File: config.mk
export PLATFORM = sky130hd
export DESIGN_NAME = uart_tx_frame_engine
export DESIGN_NICKNAME = d
export VERILOG_FILES = /design/src/rtl/uart_tx_frame_engine.sv
export SDC_FILE = /design/constraint.sdc
export NUM_CORES = 1
export LEC_CHECK = 0
export CAP_MARGIN = 10
export CELL_PAD_IN_SITES_DETAIL_PLACEMENT = 1
export CELL_PAD_IN_SITES_GLOBAL_PLACEMENT = 2
export CORE_ASPECT_RATIO = 0.7
export CORE_MARGIN = 10
export CORE_UTILIZATION = 35
export CTS_CLUSTER_DIAMETER = 30
export DETAILED_ROUTE_END_ITERATION = 6
export PLACE_DENSITY_LB_ADDON = 0.1
export SLEW_MARGIN = 20
export SYNTH_ARGS = -nofsm -noshare
export SYNTH_HDL_FRONTEND = slang
export SYNTH_SLANG_ARGS = --single-unit
File: constraint.sdc
create_clock -name clk -period 2.33 [get_ports clk]
set_clock_uncertainty 0.2 [all_clocks]
set_input_delay 0.233 -clock clk [delete_from_list [all_inputs] [get_ports clk]]
set_output_delay 0.233 -clock clk [all_outputs]
set_load 0.02 [all_outputs]
File: src/rtl/uart_tx_frame_engine.sv
// UART transmit engine: start bit, DATA_W data bits LSB first, optional parity, 1/2 stop bits.
// Define UART_TX_BREAK_EN to add break_req and a BREAK state that holds the line low.
module uart_tx_frame_engine #(
  parameter int unsigned DATA_W     = 8,
  parameter int unsigned BREAK_BITS = 13
) (
  input  logic              clk,
  input  logic              nrst,
  input  logic              baud_tick,
  input  logic [DATA_W-1:0] tx_data,
  input  logic              tx_valid,
  output logic              tx_ready,
  input  logic [1:0]        parity_mode,
  input  logic              two_stop,
`ifdef UART_TX_BREAK_EN
  input  logic              break_req,
`endif
  output logic              baud_clr,
  output logic              tx_out,
  output logic              busy,
  output logic              tx_done
);

  localparam int unsigned CntW = $clog2(DATA_W);
  localparam logic [CntW-1:0] LastBit = CntW'(DATA_W - 1);

  if ((DATA_W < 5) || (DATA_W > 9) || (BREAK_BITS == 0)) begin : gen_param_check
    $error("uart_tx_frame_engine: DATA_W must be 5..9 and BREAK_BITS nonzero");
  end

  typedef enum logic [2:0] {
    StIdle,
    StStart,
    StData,
    StParity,
`ifdef UART_TX_BREAK_EN
    StBreak,
`endif
    StStop
  } state_e;

  state_e            state_q;
  logic [DATA_W-1:0] shreg_q;
  logic [CntW-1:0]   bit_cnt_q;
  logic              stop_cnt_q;
  logic              pbit_q;
  logic              par_en_q;
  logic              two_stop_q;

`ifdef UART_TX_BREAK_EN
  localparam int unsigned BrkW = $clog2(BREAK_BITS + 1);
  localparam logic [BrkW-1:0] LastBrk = BrkW'(BREAK_BITS - 1);
  logic [BrkW-1:0] brk_cnt_q;
`endif

  // tx_out is loaded alongside the state so it always carries the new state's bit.
  always_ff @(posedge clk or negedge nrst) begin
    if (!nrst) begin
      state_q    <= StIdle;
      shreg_q    <= '0;
      bit_cnt_q  <= '0;
      stop_cnt_q <= 1'b0;
      pbit_q     <= 1'b0;
      par_en_q   <= 1'b0;
      two_stop_q <= 1'b0;
      tx_out     <= 1'b1;
      tx_ready   <= 1'b1;
      busy       <= 1'b0;
      baud_clr   <= 1'b0;
      tx_done    <= 1'b0;
`ifdef UART_TX_BREAK_EN
      brk_cnt_q  <= '0;
`endif
    end else begin
      baud_clr <= 1'b0;
      tx_done  <= 1'b0;
      case (state_q)
        StIdle: begin
`ifdef UART_TX_BREAK_EN
          if (break_req) begin
            state_q    <= StBreak;
            brk_cnt_q  <= '0;
            two_stop_q <= 1'b0;
            baud_clr   <= 1'b1;
            tx_out     <= 1'b0;
            tx_ready   <= 1'b0;
            busy       <= 1'b1;
          end else
`endif
          if (tx_valid) begin
            state_q    <= StStart;
            shreg_q    <= tx_data;
            pbit_q     <= parity_mode[1] ? ~^tx_data : ^tx_data;
            par_en_q   <= ^parity_mode;
            two_stop_q <= two_stop;
            baud_clr   <= 1'b1;
            tx_out     <= 1'b0;
            tx_ready   <= 1'b0;
            busy       <= 1'b1;
          end
        end
        StStart: begin
          if (baud_tick) begin
            state_q   <= StData;
            bit_cnt_q <= '0;
            tx_out    <= shreg_q[0];
          end
        end
        StData: begin
          if (baud_tick) begin
            shreg_q <= shreg_q >> 1;
            if (bit_cnt_q == LastBit) begin
              bit_cnt_q <= '0;
              if (par_en_q) begin
                state_q <= StParity;
                tx_out  <= pbit_q;
              end else begin
                state_q <= StStop;
                tx_out  <= 1'b1;
              end
            end else begin
              bit_cnt_q <= bit_cnt_q + CntW'(1);
              tx_out    <= shreg_q[1];
            end
          end
        end
        StParity: begin
          if (baud_tick) begin
            state_q <= StStop;
            tx_out  <= 1'b1;
          end
        end
`ifdef UART_TX_BREAK_EN
        StBreak: begin
          if (baud_tick) begin
            if (brk_cnt_q == LastBrk) begin
              brk_cnt_q <= '0;
              state_q   <= StStop;
              tx_out    <= 1'b1;
            end else begin
              brk_cnt_q <= brk_cnt_q + BrkW'(1);
            end
          end
        end
`endif
        StStop: begin
          if (baud_tick) begin
            if (two_stop_q && !stop_cnt_q) begin
              stop_cnt_q <= 1'b1;
            end else begin
              stop_cnt_q <= 1'b0;
              state_q    <= StIdle;
              tx_out     <= 1'b1;
              tx_ready   <= 1'b1;
              busy       <= 1'b0;
              tx_done    <= 1'b1;
            end
          end
        end
        default: begin
          state_q  <= StIdle;
          tx_out   <= 1'b1;
          tx_ready <= 1'b1;
          busy     <= 1'b0;
        end
      endcase
    end
  end

endmodule

==> results.toml <==
[clock_network]
cts_resized = 0
cts_tree = "yes"
cts_buffers = 3
root_buffer = "clkbuf_8"
cts_max_level = 1
cts.sinks = 23
clk_latency_ns = 0.27
hold_buffers = 0
postCtsSetupBuffers = 0
clk_pin_slew_ns = 0.09
clockBufferDepth = 2

[placed_design]
hpwl_mm = 2.294
globalplace.congestion = 0.7203
port_buffers = 19
dp_cells = 184
place_area_mm2 = 0.001463

[detailed_routing]
routed_wl_mm = 2.971
drt_pass1_iterations = 4
via_count = 976
routed_via_density = 5.191
drc = 0
ant_nets = 0
drt_iter0_drc = 46
wl_per_cell_um = 15.80

[logic_synthesis]
synthesis.area_mm2 = 0.001231
synthCells = 120
synth_fp_nets = 137
synth_cell_types = 35
yosysWarningCount = 0
syn_avg_cell_area_um2 = 10.26
synth_seq_cells = 23
synth-seq-area-share_pct = 46.95

[power_and_ir_drop]
p_sw_share_pct = 40.98
p_per_area_mw_per_mm2 = 1198
switchingPower_mw = 0.7418
p_clk_share_pct = 14.2
vdd_ir_drop_max_v = 0.0005008
p_leak_nw = 0.6465
combPwrFrac_pct = 42.1
power_mw = 1.810
p_int_mw = 1.068
seq_power_share_pct = 43.7

[sta]
setup_viol = 0
max_freq_mhz = 540.4
hold_viol = 0
rsz0062_at_grt = "false"
maxSlewHeadroom_pct = 59.44
worstMarginPinSlew_ns = 0.6084
totalNegativeSetupSlack_ns = 0
post-route-period-util_pct = 79.42
drv_slew = 0
fin_crit_ns = 1.850

[critical_path]
crit_fanout = 5
crit_path_start_kind = "flop"
worst-endpoint-arrival_ns = 1.84
required_ns = 2.32
crit_type = "flop to flop"
crit_path_end_kind = "flop"

[final_layout]
utilization_pct = 46.44
fin_area_mm2 = 0.001511
max_flop_register = "shreg_q"
antenna_cells = 0
nets = 159
reg.largest.list = "shreg_q x8, bit_cnt_q x3, state_q x3"
nFillCells = 380
largest_register_ff_count = 8
instances_no_fill = 188
drive_gt1_share_pct = 10.64
syn_to_final_growth_pct = 22.76

[job]
maxCapViolCount = 0

[global_routing]
grt_pass1_vias = 1015
grt_max_degree = 24
grt_pass1_wl_mm = 5.078
grt_overflow = 0
grt_usage_pct = 9.629
antenna_found_initial = 0

[floorplanning]
core_mm2 = 0.003254
dieArea_mm2 = 0.006328
ios = 20
initial_core_util_pct = 37.83
fp.dieW_um = 90.89
die_h_um = 69.62
num_rows = 17

[worst_hold_path]
min_path_type = "input pin to async pin"

[run_status]
status = "finished clean"
==> worst paths after layout <==
path	from	end	slack (ns)	cells after the start
min in group clk	tx_ready$_DFFE_PN1P_	tx_ready$_DFFE_PN1P_	0.27	2
max in group asynchronous	nrst	tx_ready$_DFFE_PN1P_	1.51	2
worst min-delay path	nrst	shreg_q[5]$_DFFE_PN0P_	0.11	2
worst max-delay path	bit_cnt_q[0]$_DFFE_PN0P_	bit_cnt_q[0]$_DFFE_PN0P_	0.48	6
worst max register to register	bit_cnt_q[0]$_DFFE_PN0P_	bit_cnt_q[0]$_DFFE_PN0P_	0.48	6
worst min register to register	tx_ready$_DFFE_PN1P_	tx_ready$_DFFE_PN1P_	0.27	2
==> cells in the final DEF, fill, tap and decap left out, types with 2 or more instances in the layout <==
master,synthesis,layout
o21ai_1,9,9
nor3b_1,2,2
dfstp_2,2,2
nor3_1,2,2
nand2b_1,2,2
a21oi_1,9,9
buf_4,2,4
clkbuf_8,0,3
a31oi_1,2,2
mux2i_1,8,8
dfrtp_1,21,21
mux2_2,2,2
clkdlybuf4s50_1,0,19
ha_1,2,2
xor2_1,3,3
o21ai_0,6,6
and3_1,3,3
inv_1,4,4
xnor2_1,4,4
nor3_4,2,2
nor2_1,2,2
nand2_1,16,16
==> synth_stat cells <==
cell / instances / area (um^2)
a211o_1: 1 / 8.760
a21o_1: 1 / 7.510
a21oi_1: 9 / 45.04
a221oi_1: 1 / 8.760
a22o_1: 1 / 8.760
a31oi_1: 2 / 12.51
a32o_1: 1 / 10.01
a32oi_1: 1 / 8.760
and2_1: 1 / 6.260
and2b_1: 1 / 7.510
and3_1: 3 / 18.77
buf_2: 2 / 10.01
buf_4: 2 / 15.01
buf_6: 2 / 22.52
dfrtp_1: 21 / 525.5
dfstp_2: 2 / 52.55
ha_1: 2 / 25.02
inv_1: 4 / 15.01
inv_2: 1 / 3.750
mux2_2: 2 / 22.52
mux2i_1: 8 / 80.08
nand2_1: 16 / 60.06
nand2b_1: 2 / 12.51
nand3_1: 1 / 5.000
nand4_1: 1 / 6.260
nor2_1: 2 / 7.510
nor3_1: 2 / 10.01
nor3_4: 2 / 32.53
nor3b_1: 2 / 15.01
o21ai_0: 6 / 30.03
o21ai_1: 9 / 45.04
o2bb2ai_1: 1 / 8.760
xnor2_1: 4 / 35.03
xnor3_1: 1 / 22.52
xor2_1: 3 / 26.28
==> power groups by stage <==
stage	Clock [mW]	Sequential, mW	Combinational [mW]
final	0.257	0.792	0.762
after global routing	0.286	0.830	0.870
after CTS	0.266	0.791	0.778
after detailed placement	0	0.801	0.774
after global placement	0	0.789	0.736
after floorplan	0	0.723	0.627
==> layer usage <==
| metal | vias to the layer above | wire (um) | track usage (%) |
|---|---|---|---|
| li1 | 467 | - | - |
| met1 | 493 | 1421 | 12.17 |
| met2 | 14 | 1414 | 15.49 |
| met3 | 2 | 117 | 3.233 |
| met4 | 0 | 18 | 2.058 |
| met5 | - | 0 | 0 |
==> per-stage QoR <==
stage	hold slack [ns]	worst slack [ns]
finish	0.1105	0.4796
global route	0.1219	0.3564
CTS	0.1174	0.4561
detailed placement	0.2631	0.3825
global placement	0.2572	0.3852
floorplan	-0.2626	0.7311
==> critical path, cell delays in order (launching register included) <==
cell and delay (ns):
dfrtp_1 0.42, ha_1 0.21, ha_1 0.26, nor3b_1 0.29, nor3b_1 0.22, a21oi_1 0.06
o21ai_1 0.11
==> cells by family (layout without fill, tap and decap cells) <==
| family | count (synthesis) | in the layout | synth area share [%] |
|---|---|---|---|
| and+or+nand+nor | 33 | 33 | 14.74 |
| DFF | 23 | 23 | 46.95 |
| AOI/OAI and AO/OA | 33 | 33 | 15.75 |
| adders and majority gates | 2 | 2 | 2.032 |
| xor gates and xnor gates | 8 | 8 | 6.809 |
| buffers and inverters | 11 | 32 | 5.385 |
| muxes | 10 | 10 | 8.333 |
==> final cells by class <==
type                    count  area [um^2]  share of cell area [%]
clock buffers               3        41.29                   2.732
clock inverters             1        7.507                  0.4967
inverters                   5        18.77                   1.242
multi-input cells          86        586.8                   38.82
flip-flops and latches     23        578.1                   38.24
well taps                  47        58.81                   3.891
repair buffers             23        220.2                   14.57
Note: power is estimated with default switching activity, not from simulation.
